[src/rtl/ula_arbiter_if.sv]
// -----------------------------------------------------------------------------
// ula_arbiter_if
// Bundles everything between two requesters, the arbiter and the shared
// enable-gated ALU units.
//   Requester side : req0/req1, op0/op1, a0/b0/a1/b1 (in), gnt*, done*, res,
//                    busy (out)
//   ALU side       : alu_a, alu_b, en_and/en_or/en_xor/en_add (out),
//                    alu_s (OR of the enabled unit outputs, in)
// Modports:
//   slave  - the arbiter itself
//   master - the environment (requesters plus the ALU units)
// -----------------------------------------------------------------------------
interface ula_arbiter_if;
   logic       req0;
   logic       req1;
   logic [1:0] op0;
   logic [1:0] op1;
   logic [7:0] a0;
   logic [7:0] b0;
   logic [7:0] a1;
   logic [7:0] b1;
   logic       gnt0;
   logic       gnt1;
   logic       done0;
   logic       done1;
   logic [7:0] res;
   logic       busy;
   logic [7:0] alu_a;
   logic [7:0] alu_b;
   logic       en_and;
   logic       en_or;
   logic       en_xor;
   logic       en_add;
   logic [7:0] alu_s;

   modport slave (
      input  req0, req1, op0, op1, a0, b0, a1, b1, alu_s,
      output gnt0, gnt1, done0, done1, res, busy,
             alu_a, alu_b, en_and, en_or, en_xor, en_add
   );

   modport master (
      output req0, req1, op0, op1, a0, b0, a1, b1, alu_s,
      input  gnt0, gnt1, done0, done1, res, busy,
             alu_a, alu_b, en_and, en_or, en_xor, en_add
   );
endinterface

[src/rtl/ula_arbiter.sv]
// -----------------------------------------------------------------------------
// ula_arbiter
// Round-robin arbiter that lets two requesters share one set of enable-gated
// ALU units (AND/OR/XOR/ADD). Each transaction walks IDLE -> GRANT -> EXEC ->
// RESP -> IDLE, one cycle per non-IDLE state.
// Ports:
//   clk    - single clock, rising edge
//   rst_n  - asynchronous active-low reset
//   arb_if - ula_arbiter_if.slave (requests, grants, result, ALU drive)
// All outputs are registered; they are computed from the next state so that
// they line up with the state register.
// -----------------------------------------------------------------------------
module ula_arbiter (
   input  logic           clk,
   input  logic           rst_n,
   ula_arbiter_if.slave   arb_if
);

   typedef enum logic [1:0] {
      IDLE  = 2'd0,
      GRANT = 2'd1,
      EXEC  = 2'd2,
      RESP  = 2'd3
   } state_e;

   localparam logic [1:0] OP_AND = 2'b00;
   localparam logic [1:0] OP_OR  = 2'b01;
   localparam logic [1:0] OP_XOR = 2'b10;
   localparam logic [1:0] OP_ADD = 2'b11;

   state_e     state_q, state_d;
   logic       owner_q, owner_d;   // 0: requester 0, 1: requester 1
   logic       last_q,  last_d;    // last granted requester
   logic [1:0] op_q,    op_d;
   logic [7:0] alu_a_q, alu_a_d;
   logic [7:0] alu_b_q, alu_b_d;
   logic [7:0] res_q,   res_d;
   logic       gnt0_q,  gnt0_d;
   logic       gnt1_q,  gnt1_d;
   logic       done0_q, done0_d;
   logic       done1_q, done1_d;
   logic       busy_q,  busy_d;
   logic       en_and_q, en_and_d;
   logic       en_or_q,  en_or_d;
   logic       en_xor_q, en_xor_d;
   logic       en_add_q, en_add_d;
   logic       winner_s;

   // Round-robin pick: a lone request wins, a tie goes to the one not served last
   always_comb begin
      winner_s = last_q;
      if (arb_if.req0 && arb_if.req1) begin
         winner_s = ~last_q;
      end else if (arb_if.req0) begin
         winner_s = 1'b0;
      end else begin
         winner_s = 1'b1;
      end
   end

   // Next-state and datapath-capture logic
   always_comb begin
      state_d = state_q;
      owner_d = owner_q;
      last_d  = last_q;
      op_d    = op_q;
      alu_a_d = alu_a_q;
      alu_b_d = alu_b_q;
      res_d   = res_q;
      case (state_q)
         IDLE: begin
            if (arb_if.req0 || arb_if.req1) begin
               state_d = GRANT;
               owner_d = winner_s;
               last_d  = winner_s;
               op_d    = winner_s ? arb_if.op1 : arb_if.op0;
               alu_a_d = winner_s ? arb_if.a1  : arb_if.a0;
               alu_b_d = winner_s ? arb_if.b1  : arb_if.b0;
            end else begin
               state_d = IDLE;
            end
         end
         GRANT: state_d = EXEC;
         EXEC: begin
            state_d = RESP;
            res_d   = arb_if.alu_s;   // ADD wraps inside the 8-bit ALU unit
         end
         RESP:    state_d = IDLE;
         default: state_d = IDLE;
      endcase
   end

   // Output decode from the next state, registered alongside it
   always_comb begin
      busy_d   = (state_d != IDLE);
      gnt0_d   = busy_d && !owner_d;
      gnt1_d   = busy_d &&  owner_d;
      done0_d  = (state_d == RESP) && !owner_d;
      done1_d  = (state_d == RESP) &&  owner_d;
      en_and_d = 1'b0;
      en_or_d  = 1'b0;
      en_xor_d = 1'b0;
      en_add_d = 1'b0;
      if (state_d == EXEC) begin
         case (op_d)
            OP_AND:  en_and_d = 1'b1;
            OP_OR:   en_or_d  = 1'b1;
            OP_XOR:  en_xor_d = 1'b1;
            OP_ADD:  en_add_d = 1'b1;
            default: en_and_d = 1'b0;
         endcase
      end else begin
         en_and_d = 1'b0;
      end
   end

   // State, datapath and output registers
   always_ff @(posedge clk or negedge rst_n) begin
      if (!rst_n) begin
         state_q  <= IDLE;
         owner_q  <= 1'b0;
         last_q   <= 1'b1;   // requester 0 wins the first tie
         op_q     <= 2'b00;
         alu_a_q  <= 8'h00;
         alu_b_q  <= 8'h00;
         res_q    <= 8'h00;
         gnt0_q   <= 1'b0;
         gnt1_q   <= 1'b0;
         done0_q  <= 1'b0;
         done1_q  <= 1'b0;
         busy_q   <= 1'b0;
         en_and_q <= 1'b0;
         en_or_q  <= 1'b0;
         en_xor_q <= 1'b0;
         en_add_q <= 1'b0;
      end else begin
         state_q  <= state_d;
         owner_q  <= owner_d;
         last_q   <= last_d;
         op_q     <= op_d;
         alu_a_q  <= alu_a_d;
         alu_b_q  <= alu_b_d;
         res_q    <= res_d;
         gnt0_q   <= gnt0_d;
         gnt1_q   <= gnt1_d;
         done0_q  <= done0_d;
         done1_q  <= done1_d;
         busy_q   <= busy_d;
         en_and_q <= en_and_d;
         en_or_q  <= en_or_d;
         en_xor_q <= en_xor_d;
         en_add_q <= en_add_d;
      end
   end

   assign arb_if.gnt0   = gnt0_q;
   assign arb_if.gnt1   = gnt1_q;
   assign arb_if.done0  = done0_q;
   assign arb_if.done1  = done1_q;
   assign arb_if.res    = res_q;
   assign arb_if.busy   = busy_q;
   assign arb_if.alu_a  = alu_a_q;
   assign arb_if.alu_b  = alu_b_q;
   assign arb_if.en_and = en_and_q;
   assign arb_if.en_or  = en_or_q;
   assign arb_if.en_xor = en_xor_q;
   assign arb_if.en_add = en_add_q;

endmodule

[src/flat_wrapper.sv]
// flat-port wrapper written by rule: the top's interface ports become plain ports
module ula_arbiter_flat 
  (clk, rst_n, arb_if_req0, arb_if_req1, arb_if_op0, arb_if_op1, arb_if_a0, arb_if_b0, arb_if_a1, arb_if_b1, arb_if_alu_s, arb_if_gnt0, arb_if_gnt1, arb_if_done0, arb_if_done1, arb_if_res, arb_if_busy, arb_if_alu_a, arb_if_alu_b, arb_if_en_and, arb_if_en_or, arb_if_en_xor, arb_if_en_add);
  ula_arbiter_if arb_if_i ();
  input  logic clk;
  input  logic rst_n;
  input wire logic [$bits(arb_if_i.req0)-1:0] arb_if_req0;
  input wire logic [$bits(arb_if_i.req1)-1:0] arb_if_req1;
  input wire logic [$bits(arb_if_i.op0)-1:0] arb_if_op0;
  input wire logic [$bits(arb_if_i.op1)-1:0] arb_if_op1;
  input wire logic [$bits(arb_if_i.a0)-1:0] arb_if_a0;
  input wire logic [$bits(arb_if_i.b0)-1:0] arb_if_b0;
  input wire logic [$bits(arb_if_i.a1)-1:0] arb_if_a1;
  input wire logic [$bits(arb_if_i.b1)-1:0] arb_if_b1;
  input wire logic [$bits(arb_if_i.alu_s)-1:0] arb_if_alu_s;
  output wire logic [$bits(arb_if_i.gnt0)-1:0] arb_if_gnt0;
  output wire logic [$bits(arb_if_i.gnt1)-1:0] arb_if_gnt1;
  output wire logic [$bits(arb_if_i.done0)-1:0] arb_if_done0;
  output wire logic [$bits(arb_if_i.done1)-1:0] arb_if_done1;
  output wire logic [$bits(arb_if_i.res)-1:0] arb_if_res;
  output wire logic [$bits(arb_if_i.busy)-1:0] arb_if_busy;
  output wire logic [$bits(arb_if_i.alu_a)-1:0] arb_if_alu_a;
  output wire logic [$bits(arb_if_i.alu_b)-1:0] arb_if_alu_b;
  output wire logic [$bits(arb_if_i.en_and)-1:0] arb_if_en_and;
  output wire logic [$bits(arb_if_i.en_or)-1:0] arb_if_en_or;
  output wire logic [$bits(arb_if_i.en_xor)-1:0] arb_if_en_xor;
  output wire logic [$bits(arb_if_i.en_add)-1:0] arb_if_en_add;
  assign arb_if_i.req0 = arb_if_req0;
  assign arb_if_i.req1 = arb_if_req1;
  assign arb_if_i.op0 = arb_if_op0;
  assign arb_if_i.op1 = arb_if_op1;
  assign arb_if_i.a0 = arb_if_a0;
  assign arb_if_i.b0 = arb_if_b0;
  assign arb_if_i.a1 = arb_if_a1;
  assign arb_if_i.b1 = arb_if_b1;
  assign arb_if_i.alu_s = arb_if_alu_s;
  assign arb_if_gnt0 = arb_if_i.gnt0;
  assign arb_if_gnt1 = arb_if_i.gnt1;
  assign arb_if_done0 = arb_if_i.done0;
  assign arb_if_done1 = arb_if_i.done1;
  assign arb_if_res = arb_if_i.res;
  assign arb_if_busy = arb_if_i.busy;
  assign arb_if_alu_a = arb_if_i.alu_a;
  assign arb_if_alu_b = arb_if_i.alu_b;
  assign arb_if_en_and = arb_if_i.en_and;
  assign arb_if_en_or = arb_if_i.en_or;
  assign arb_if_en_xor = arb_if_i.en_xor;
  assign arb_if_en_add = arb_if_i.en_add;
  ula_arbiter u_core (.clk(clk), .rst_n(rst_n), .arb_if(arb_if_i));
endmodule
[config.mk]
export PLATFORM = sky130hd
export DESIGN_NAME = ula_arbiter_flat
export DESIGN_NICKNAME = d
export VERILOG_FILES = /design/src/rtl/ula_arbiter_if.sv /design/src/rtl/ula_arbiter.sv /design/src/flat_wrapper.sv
export SDC_FILE = /design/constraint.sdc
export NUM_CORES = 1
export LEC_CHECK = 0
export ABC_AREA = 1
export ABC_CLOCK_PERIOD_IN_PS = 3900
export CORE_MARGIN = 10
export CORE_UTILIZATION = 45
export DETAILED_ROUTE_END_ITERATION = 7
export PLACE_DENSITY = 0.9
export SETUP_SLACK_MARGIN = 0.02
export SYNTH_ARGS = -nofsm -noshare
export SYNTH_HDL_FRONTEND = slang
export SYNTH_SLANG_ARGS = --single-unit
[constraint.sdc]
create_clock -name clk -period 3.9 [get_ports clk]
set_clock_uncertainty 0.05 [all_clocks]
set_input_delay 0.975 -clock clk [delete_from_list [all_inputs] [get_ports clk]]
set_output_delay 0.975 -clock clk [all_outputs]
set_load 0.005 [all_outputs]
==> qor.yml <==
clock_tree:
  clkSinkCount: 39
  clock_path_buffers: 2
  ctsResizeCount: 0
  cts_buffers: 5
  htree_num_levels: 2
  cts_root_buffer: "clkbuf_8"
  cts_tree: "done"
  post-cts-setup-buffers: 0
  clkLatencyLatePin_ns: 0.29
  cts_hold_buf: 0
  clkTransAtPathRegs_ns: 0.08
synthesis:
  ys_types: 25
  synth_top_family_by_area: "simple AND/OR/NAND/NOR gates"
  synth_edf_count: 0
  synth_fa_ha_area_frac: 0.0346
  yosysTopAreaCell: "dfrtp_1"
  synth_cells: 197
  synth-simple-area-share: 0.239
  ys_warn_count: 0
  synthesis.nets: 250
  muxShareOfSynthArea: 0
  synth_top_area_frac: 0.525
  synth_area_per_cell_um2: 9.19
  synth_compound_area_frac: 0.107
  synth.cell_area_um2: 1810
  synthXorXnorAreaFrac: 0
  synthArstFlopShare: 1.00
  yosys_most_used_dff: "dfrtp_1"
  yosysSeqAreaShare: 0.540
  ys_ff_latch: 39
  synth_area_leaders: "dfrtp_1 (53%), nand2_1 (10%), a21oi_1 (8.6%)"
routing:
  drt_pass1_iterations: 4
  vias: 1559
  highest_layer: "met4"
  drtIter0Drc: 81
  wl_met3_um: 438
  wire_per_inst_um: 15.2
  drtAntennaViolNets: 0
  met2_length_mm: 2.46
  routed_wl_mm: 4.93
  routed_via_density: 4.80
  drc_errors: 0
  wl_met1_mm: 2.00
global_routing:
  grt_overflow: 0
  grt_usage: 0.137
  grt_pass1_vias: 1664
  grt_pass1_wl_mm: 8.03
  antenna_found_initial: 0
  grt_max_degree: 40
placed_design:
  pre_cts_slack_ns: 1.23
  place.gp.congestion: 0.739
  hpwlAfterDp_mm: 3.68
  port_buffers: 80
floorplanning:
  io_pins: 81
  core_area_um2: 3770
  die_h_um: 83.4
  initial_core_util: 0.480
  rows: 22
  fp.dieArea_um2: 6960
  die_w_um: 83.4
sta:
  period_share: 0.616
  worst_pin_slew_ns: 0.833
  setup_violations: 0
  tns_ns: 0
  rsz0062_at_grt: "false"
  max_freq_mhz: 416
  period_needed_ns: 2.40
  hold_viol_final: 0
  relSlewSlack: 0.445
  setup_ws_ns: 1.50
  drv_slew: 0
power_and_ir_drop:
  switching_share: 0.349
  p_clk_frac: 0.174
  pwr-share-seq: 0.352
  internal-power_w: 0.00130
  ir_drop_mv: 0.371
  powerDensity_nw_per_um2: 736
  p_leak_nw: 1.24
  switchingPower_w: 0.000695
  power_frac_comb: 0.474
worst_setup_path:
  cp.arrival_ns: 2.54
  worst-setup-path-type: "in -> reg"
  worst_setup_path_end_kind: "register"
  startpoint_type: "input port"
  critical_path_required_ns: 4.03
  critPathMaxFanout: 22
flow_run:
  drv_cap: 0
finish:
  num-nets-final: 329
  drive_gt1_frac: 0.116
  antennaDiodeCount: 0
  layout_commonest_cell: "clkdlybuf4s50_1"
  layout_common_cells: "clkdlybuf4s50_1 (79), nand2_1 (50), dfrtp_1 (38)"
  area_growth_pct: 49.6
  fillerInstances: 302
run_status:
  status: "completed"
min_path:
  hold_class: "reg -> reg"
cell usage after synthesis (2+ instances only):
cell type,count
nand2_1,50
nand2_2,4
nand2_4,3
inv_1,12
dfrtp_1,38
o21ai_2,2
a21oi_1,31
nand3_1,3
nand3_2,5
buf_2,3
nor2_1,24
ha_1,5
buf_6,3
inv_2,3
path summary, 6_finish.rpt:
check | slack, ns | startpoint | endpoint | depth (start not counted)
min in group asynchronous | 0.73 | rst_n | u_core.arb_if.res[4]$_DFFE_PN0P_ | 1
max in group asynchronous | 2.54 | rst_n | u_core.arb_if.alu_b[6]$_DFFE_PN0P_ | 1
min | 0.42 | u_core.arb_if.res[3]$_DFFE_PN0P_ | u_core.arb_if.res[3]$_DFFE_PN0P_ | 2
max reg2reg | 2.21 | u_core.state_q[0]$_DFF_PN0_ | u_core.arb_if.en_xor$_DFF_PN0_ | 7
min reg2reg | 0.42 | u_core.arb_if.res[3]$_DFFE_PN0P_ | u_core.arb_if.res[3]$_DFFE_PN0P_ | 2
max | 1.50 | arb_if_req1 | u_core.arb_if.alu_a[4]$_DFFE_PN0P_ | 6
per-layer routing:
metal | track usage | vias up
li1 | - | 776
met1 | 0.151 | 704
met2 | 0.243 | 74
met3 | 0.0625 | 5
met4 | 0.0182 | 0
met5 | 0 | -
critical path, stage by stage:
cell and delay [ns]:
clkdlybuf4s50_1 0.50, nand2_2 0.11, nand2_2 0.36, clkinv_2 0.34
nand2_1 0.18, a21oi_2 0.06
cells by family after synthesis:
kind of cell             after synthesis
AND/OR/NAND/NOR                       92
buffers and inverters                 25
flip-flops                            39
AO/OA/AOI/OAI                         36
adder cells (fa/ha/maj)                5
flip-flops by register name, indices dropped and copies added, names as in the netlist:
| signal | count |
|---|---|
| u_core.arb_if.en_add | 1 |
| u_core.arb_if.gnt0 | 1 |
| u_core.arb_if.en_xor | 1 |
| u_core.state_q | 2 |
| u_core.arb_if.en_or | 1 |
| u_core.arb_if.done1 | 1 |
| u_core.arb_if.res | 8 |
| u_core.arb_if.en_and | 1 |
| u_core.last_q | 1 |
| u_core.arb_if.done0 | 1 |
| u_core.arb_if.alu_b | 8 |
| u_core.arb_if.alu_a | 8 |
| u_core.arb_if.gnt1 | 1 |
| u_core.op_q | 2 |
| u_core.owner_q | 1 |
| u_core.arb_if.busy | 1 |
layout make-up:
| type | count | area (µm²) | share of cell area |
|---|---|---|---|
| tap | 48 | 60.1 | 0.0222 |
| clock inverter | 2 | 35.0 | 0.0129 |
| inverter | 17 | 67.6 | 0.0250 |
| clock buffer | 6 | 82.6 | 0.0305 |
| sequential | 39 | 977 | 0.361 |
| multi-input combinational | 133 | 689 | 0.255 |
| timing repair buffer | 80 | 796 | 0.294 |
per-stage QoR:
| step | total power, W | cell area (µm²) | util | hold slack (ns) | instances |
|---|---|---|---|---|---|
| after floorplan | 0.00122 | 1810 | - | 0.408 | 197 |
| after global placement | 0.00163 | 2590 | 0.687 | 0.403 | 317 |
| after detailed placement | 0.00166 | 2590 | 0.687 | 0.407 | 317 |
| after CTS | 0.00202 | 2710 | 0.718 | 0.425 | 325 |
| after global routing | 0.00216 | 2710 | 0.718 | 0.441 | 325 |
| final | 0.00199 | 2710 | 0.718 | 0.421 | 325 |
power by group through the flow:
stage / registers [W] / clock network, W / logic (W)
after floorplan: 0.000715 / 0 / 0.000501
after global placement: 0.000699 / 0 / 0.000930
after detailed placement: 0.000707 / 0 / 0.000957
after CTS: 0.000703 / 0.000351 / 0.000968
after global routing: 0.000725 / 0.000370 / 0.00107
final: 0.000702 / 0.000346 / 0.000946
No activity file was read; power rests on OpenSTA's default activity.
==> edit 1, RTL diff (same flow settings) <==
Encoding of `state_e`: now one-hot (4 bits for 4 states).
--- a/src/rtl/ula_arbiter.sv
+++ b/src/rtl/ula_arbiter.sv
@@ -16,11 +16,11 @@
    ula_arbiter_if.slave   arb_if
 );
 
-   typedef enum logic [1:0] {
-      IDLE  = 2'd0,
-      GRANT = 2'd1,
-      EXEC  = 2'd2,
-      RESP  = 2'd3
+   typedef enum logic [3:0] {
+      IDLE  = 4'b0001,
+      GRANT = 4'b0010,
+      EXEC  = 4'b0100,
+      RESP  = 4'b1000
    } state_e;
 
    localparam logic [1:0] OP_AND = 2'b00;
Check against the original RTL: same outputs for any inputs over 10 cycles, from zero or initial values and one cycle with rst_n low; not proved beyond that.
==> edit 1 against the original RTL <==
- sequential share of layout area is 2.2 points higher
- routed wire length decreased by 9.3%
- setup slack gained 0.12 ns
- synthesized area is 3.6% lower
- sequential cell count is 2 higher
- total power shrank 8.1%
- design area decreased by 0.92%
- count of clock-buffer cells in the layout increased by 1
- worst hold slack improved by 0.0084 ns
==> edit 1: results (changes against the original RTL) <==
metric,value,unit,change
DRT Wirelength,4.47,mm,-9.3%
Clock Network Area Fraction,4.34,%,-0.0061 points
post-route non-filler standard cell count,329,,+1.2%
Sequential Power,0.711,mW,+1%
iteration-0 DRC count of the detailed router,80,,-1.2%
cell area after placement,2570,sq um,-0.92%
worst hold path startpoint,u_core.arb_if.res[3]$_DFFE_PN0N_,,
critical path launch point,arb_if_req0,,
flip-flop and latch count after synthesis,41,,+5.1%
post-DP HPWL,3.58,mm,-2.8%
Worst Hold Slack,0.430,ns,+0.00842 ns
IR Drop Worst-Case VDD,0.315,mV,-15%
Inverters,28,,+11
worst setup slack after placement,1.32,ns,+0.0915 ns
internal power summed over all cells,1.24,mW,-4.5%
standby leakage power,1.30,nW,+4.8%
endpoint of the lowest-slack register-to-register path,u_core.arb_if.res[2]$_DFFE_PN0N_,,
wire length of the first global-routing pass,6.97,mm,-13%
net count of the mapped netlist,248,,-0.80%
hold path endpoint,u_core.arb_if.res[3]$_DFFE_PN0N_,,
capture point of the critical path,u_core.arb_if.en_and$_DFF_PN0_,,
placed cell count,321,,+1.3%
ratio of cells with drive above 1 in the final layout,7.12,%,-4.4 points
P_comb,0.779,mW,-18%
routed via count divided by cell count,4.62,,-3.7%
GR Util All Layers,13.3,%,-0.43 points
"critical path fanouts, max",36,,+64%
final core utilization,72.2,%,+0.39 points
cell types occupying the most area after synthesis,"sky130_fd_sc_hd__dfrtp_1 56%, sky130_fd_sc_hd__nand2_1 14%, sky130_fd_sc_hd__o21ai_0 6.0%",,
maximum number of pins on one net before global-route repair,42,,+5.0%
crit path DAT,2.45,ns,-0.09 ns
Switching Fraction,32.4,%,-2.5 points
# fillers,282,,-6.6%
area taken by flip-flops and latches,1030,sq um,+5.3%
mean area per synthesized cell,8.73,sq um,-5.0%
source of the worst register-to-register timing path,u_core.state_q[0]$_DFF_PN1_,,
routability cong.,0.767,,+3.7%
result of the run,finished clean,,
register-to-register setup slack,2.23,ns,+0.02 ns
edit 1: changes by cell type in the layout (fill, tap and decap cells not counted), sizes merged, moves of 3 or more:
cell | before | now
a21oi | 32 | 3
inv | 16 | 27
nand4 | 0 | 3
nor2 | 24 | 9
nand2 | 57 | 68
nand3 | 9 | 4
o21ai | 3 | 34
ha | 5 | 0
edit 1: per-layer routing:
metal  up-vias  track usage, %  part of all wire, %
li1        777               -                    -
met1       706            14.1                   37
met2        33            24.0                   56
met3         4            4.43                  5.7
met4         0            4.93                  1.5
met5         -               0                    0
edit 1: worst max-delay path: stages:
cell and delay, ns:
sky130_fd_sc_hd__clkdlybuf4s50_1 0.56, sky130_fd_sc_hd__nor2_2 0.08, sky130_fd_sc_hd__nand3b_4 0.39, sky130_fd_sc_hd__nand2_1 0.24, sky130_fd_sc_hd__nand2_2 0.09, sky130_fd_sc_hd__nor2_1 0.11
edit 1: kinds of logic after synthesis:
logic type      share of synthesized area [%]
simple gates                             21.4
flops                                    58.9
compound gates                           11.7
buf+inv                                  8.03
==> edit 2, RTL diff (same settings) <==
Without the edit above. Reset style: synchronous (`rst_n`), changed in one clocked block. Comments in the files are not updated.
--- a/src/rtl/ula_arbiter.sv
+++ b/src/rtl/ula_arbiter.sv
@@ -115,7 +115,7 @@
    end
 
    // State, datapath and output registers
-   always_ff @(posedge clk or negedge rst_n) begin
+   always_ff @(posedge clk) begin
       if (!rst_n) begin
          state_q  <= IDLE;
          owner_q  <= 1'b0;
Function: differs if rst_n is asserted again (counterexample within 4 cycles, from zero or initial values and one cycle with rst_n low); with rst_n held inactive, the same outputs for 10 cycles.
==> edit 2 against the original RTL <==
- die area down 3.8%
- cell count up 17%
- sequential cell count unchanged
- design area down 2.5%
- critical path depth up 2
- count of clock-buffer cells in the layout up 2
- fmax down 7.0%
- synthesized area down 5.0%
- routed wire length down 3.2%
- setup slack worse by 0.18 ns
Power is not compared: it rests on default switching activity, and its combinational part moved more than twofold at a synthesized area within 25%.
==> edit 2: results (changes against the original RTL) <==
metric,value,unit,change
path class of the lowest-slack min-delay path,reg -> reg,,
post-route non-filler standard cell count,381,,+17%
number of diodes,0,,unchanged
"share of synthesized cell area in full adder, half adder and majority cells",3.64,%,+0.18 points
total via count after detailed routing,1716,,+10%
cell area after placement,2540,sq um,-2.0%
portion of netlist area occupied by mux cells,0,%,unchanged
number of antenna violations at the first check in global routing,0,,unchanged
sequential share of the synthesized area,45.4,%,-8.6 points
hold-critical path depth,2,,unchanged
CTS root buf,sky130_fd_sc_hd__clkbuf_8,,
Least-Margin Pin Slew,0.619,ns,-0.214 ns
post-DP HPWL,3.68,mm,-0.10%
standby leakage power,1.29,nW,
worst r2r path cells,9,,+2
commonest cells in the netlist,"65 x sky130_fd_sc_hd__nand2_1, 57 x sky130_fd_sc_hd__nor2_1, 39 x sky130_fd_sc_hd__dfxtp_1, 32 x sky130_fd_sc_hd__inv_1, 25 x sky130_fd_sc_hd__nand3_1",,
IR Drop Worst-Case VDD,0.262,mV,
iteration-0 DRC count of the detailed router,133,,+64%
cts bufs inserted,5,,unchanged
result of the run,finished clean,,
first drt pass iteration count,4,,unchanged
placed cell count,373,,+18%
ratio of cells with drive above 1 in the final layout,4.50,%,-7.0 points
number of nets in the final layout,385,,+17%
CTS resizes,0,,unchanged
Post-synth top flop,sky130_fd_sc_hd__dfxtp_1,,
count of cell types in the netlist,20,,-20%
Post-synth ARST share,0,%,-100 points
DRT Wirelength,4.77,mm,-3.2%
GR Util All Layers,14.3,%,+0.57 points
wire length of the first global-routing pass,7.53,mm,-6.3%
"CTS clk-pin slew, worst paths",0.07,ns,
"critical path fanouts, max",27,,+23%
via count of the first global-routing pass,1628,,-2.2%
total of buffers placed on input and output ports,80,,unchanged
maximum number of pins on one net before global-route repair,28,,-30%
Yosys top cell area share,45.4,%,-7.1 points
clock network latency to the later pin of the worst-skew pair,0.28,ns,
number of setup buffers added after CTS,0,,unchanged
H-tree level count,2,,unchanged
"synthesized-area fraction occupied by ao, oa, aoi and oai cells",4.15,%,-6.6 points
net count of the mapped netlist,306,,+22%
routability cong.,0.775,,+4.7%
number of cells produced by synthesis,253,,+28%
# fillers,311,,+3.0%
xor and xnor area share after synthesis,0,%,unchanged
cell types occupying the most area after synthesis,"sky130_fd_sc_hd__dfxtp_1 45%, sky130_fd_sc_hd__nand2_1 14%, sky130_fd_sc_hd__nor2_1 12%",,
crit path DAT,2.77,ns,+0.23 ns
"Warnings, synthesis",0,,unchanged
worst setup slack after placement,1.06,ns,-0.171 ns
[edit 2: cells by family (layout without fill, tap and decap cells)]
| kind of cell | Yosys count | after routing |
|---|---|---|
| AND/OR/NAND/NOR | 152 | 152 |
| adder cells (fa/ha/maj) | 5 | 5 |
| buffers and inverters | 44 | 124 |
| flip-flops | 39 | 39 |
| AO/OA/AOI/OAI | 13 | 13 |
[edit 2: power breakdown]
group          total (mW)  internal, mW  switching, mW
clock               0.293         0.161          0.131
sequential          0.499         0.469         0.0302
combinational       0.416         0.216          0.200
total                1.21         0.846          0.361
[edit 2: worst paths after layout]
kind	end	from	slack (ns)
worst min-delay path	u_core.arb_if.res[1]$_SDFFE_PN0P_	u_core.arb_if.res[1]$_SDFFE_PN0P_	0.45
worst max register to register	u_core.arb_if.alu_a[4]$_SDFFE_PN0P_	u_core.state_q[0]$_SDFF_PN0_	2.05
worst min register to register	u_core.arb_if.res[1]$_SDFFE_PN0P_	u_core.arb_if.res[1]$_SDFFE_PN0P_	0.45
worst max-delay path	u_core.arb_if.alu_a[4]$_SDFFE_PN0P_	arb_if_req0	1.32
[edit 2: final cells by class]
| type | instances | area (sq um) | area share (%) |
|---|---|---|---|
| Timing Repair Buffer | 82 | 816 | 30.9 |
| Sequential cell | 39 | 781 | 29.6 |
| Multi-Input combinational cell | 170 | 754 | 28.6 |
| Inverter | 34 | 128 | 4.84 |
| Clock buffer | 8 | 100 | 3.79 |
| Tap cell | 48 | 60.1 | 2.28 |
[edit 2: routing by layer]
layer | vias to the layer above | GRT usage [%] | part of all wire, %
met3 | 6 | 8.52 | 12
met2 | 58 | 22.9 | 45
met5 | - | 0 | 0
li1 | 916 | - | -
met1 | 736 | 15.6 | 42
met4 | 0 | 4.59 | 1.2
[edit 2: worst max-delay path, stage by stage]
cell	delay [ns]
sky130_fd_sc_hd__clkdlybuf4s50_1	0.58
sky130_fd_sc_hd__nor2_1	0.12
sky130_fd_sc_hd__nor2_4	0.49
sky130_fd_sc_hd__buf_4	0.32
sky130_fd_sc_hd__nor2_1	0.06
sky130_fd_sc_hd__nor2_1	0.10
sky130_fd_sc_hd__nand2_1	0.07
sky130_fd_sc_hd__inv_1	0.04
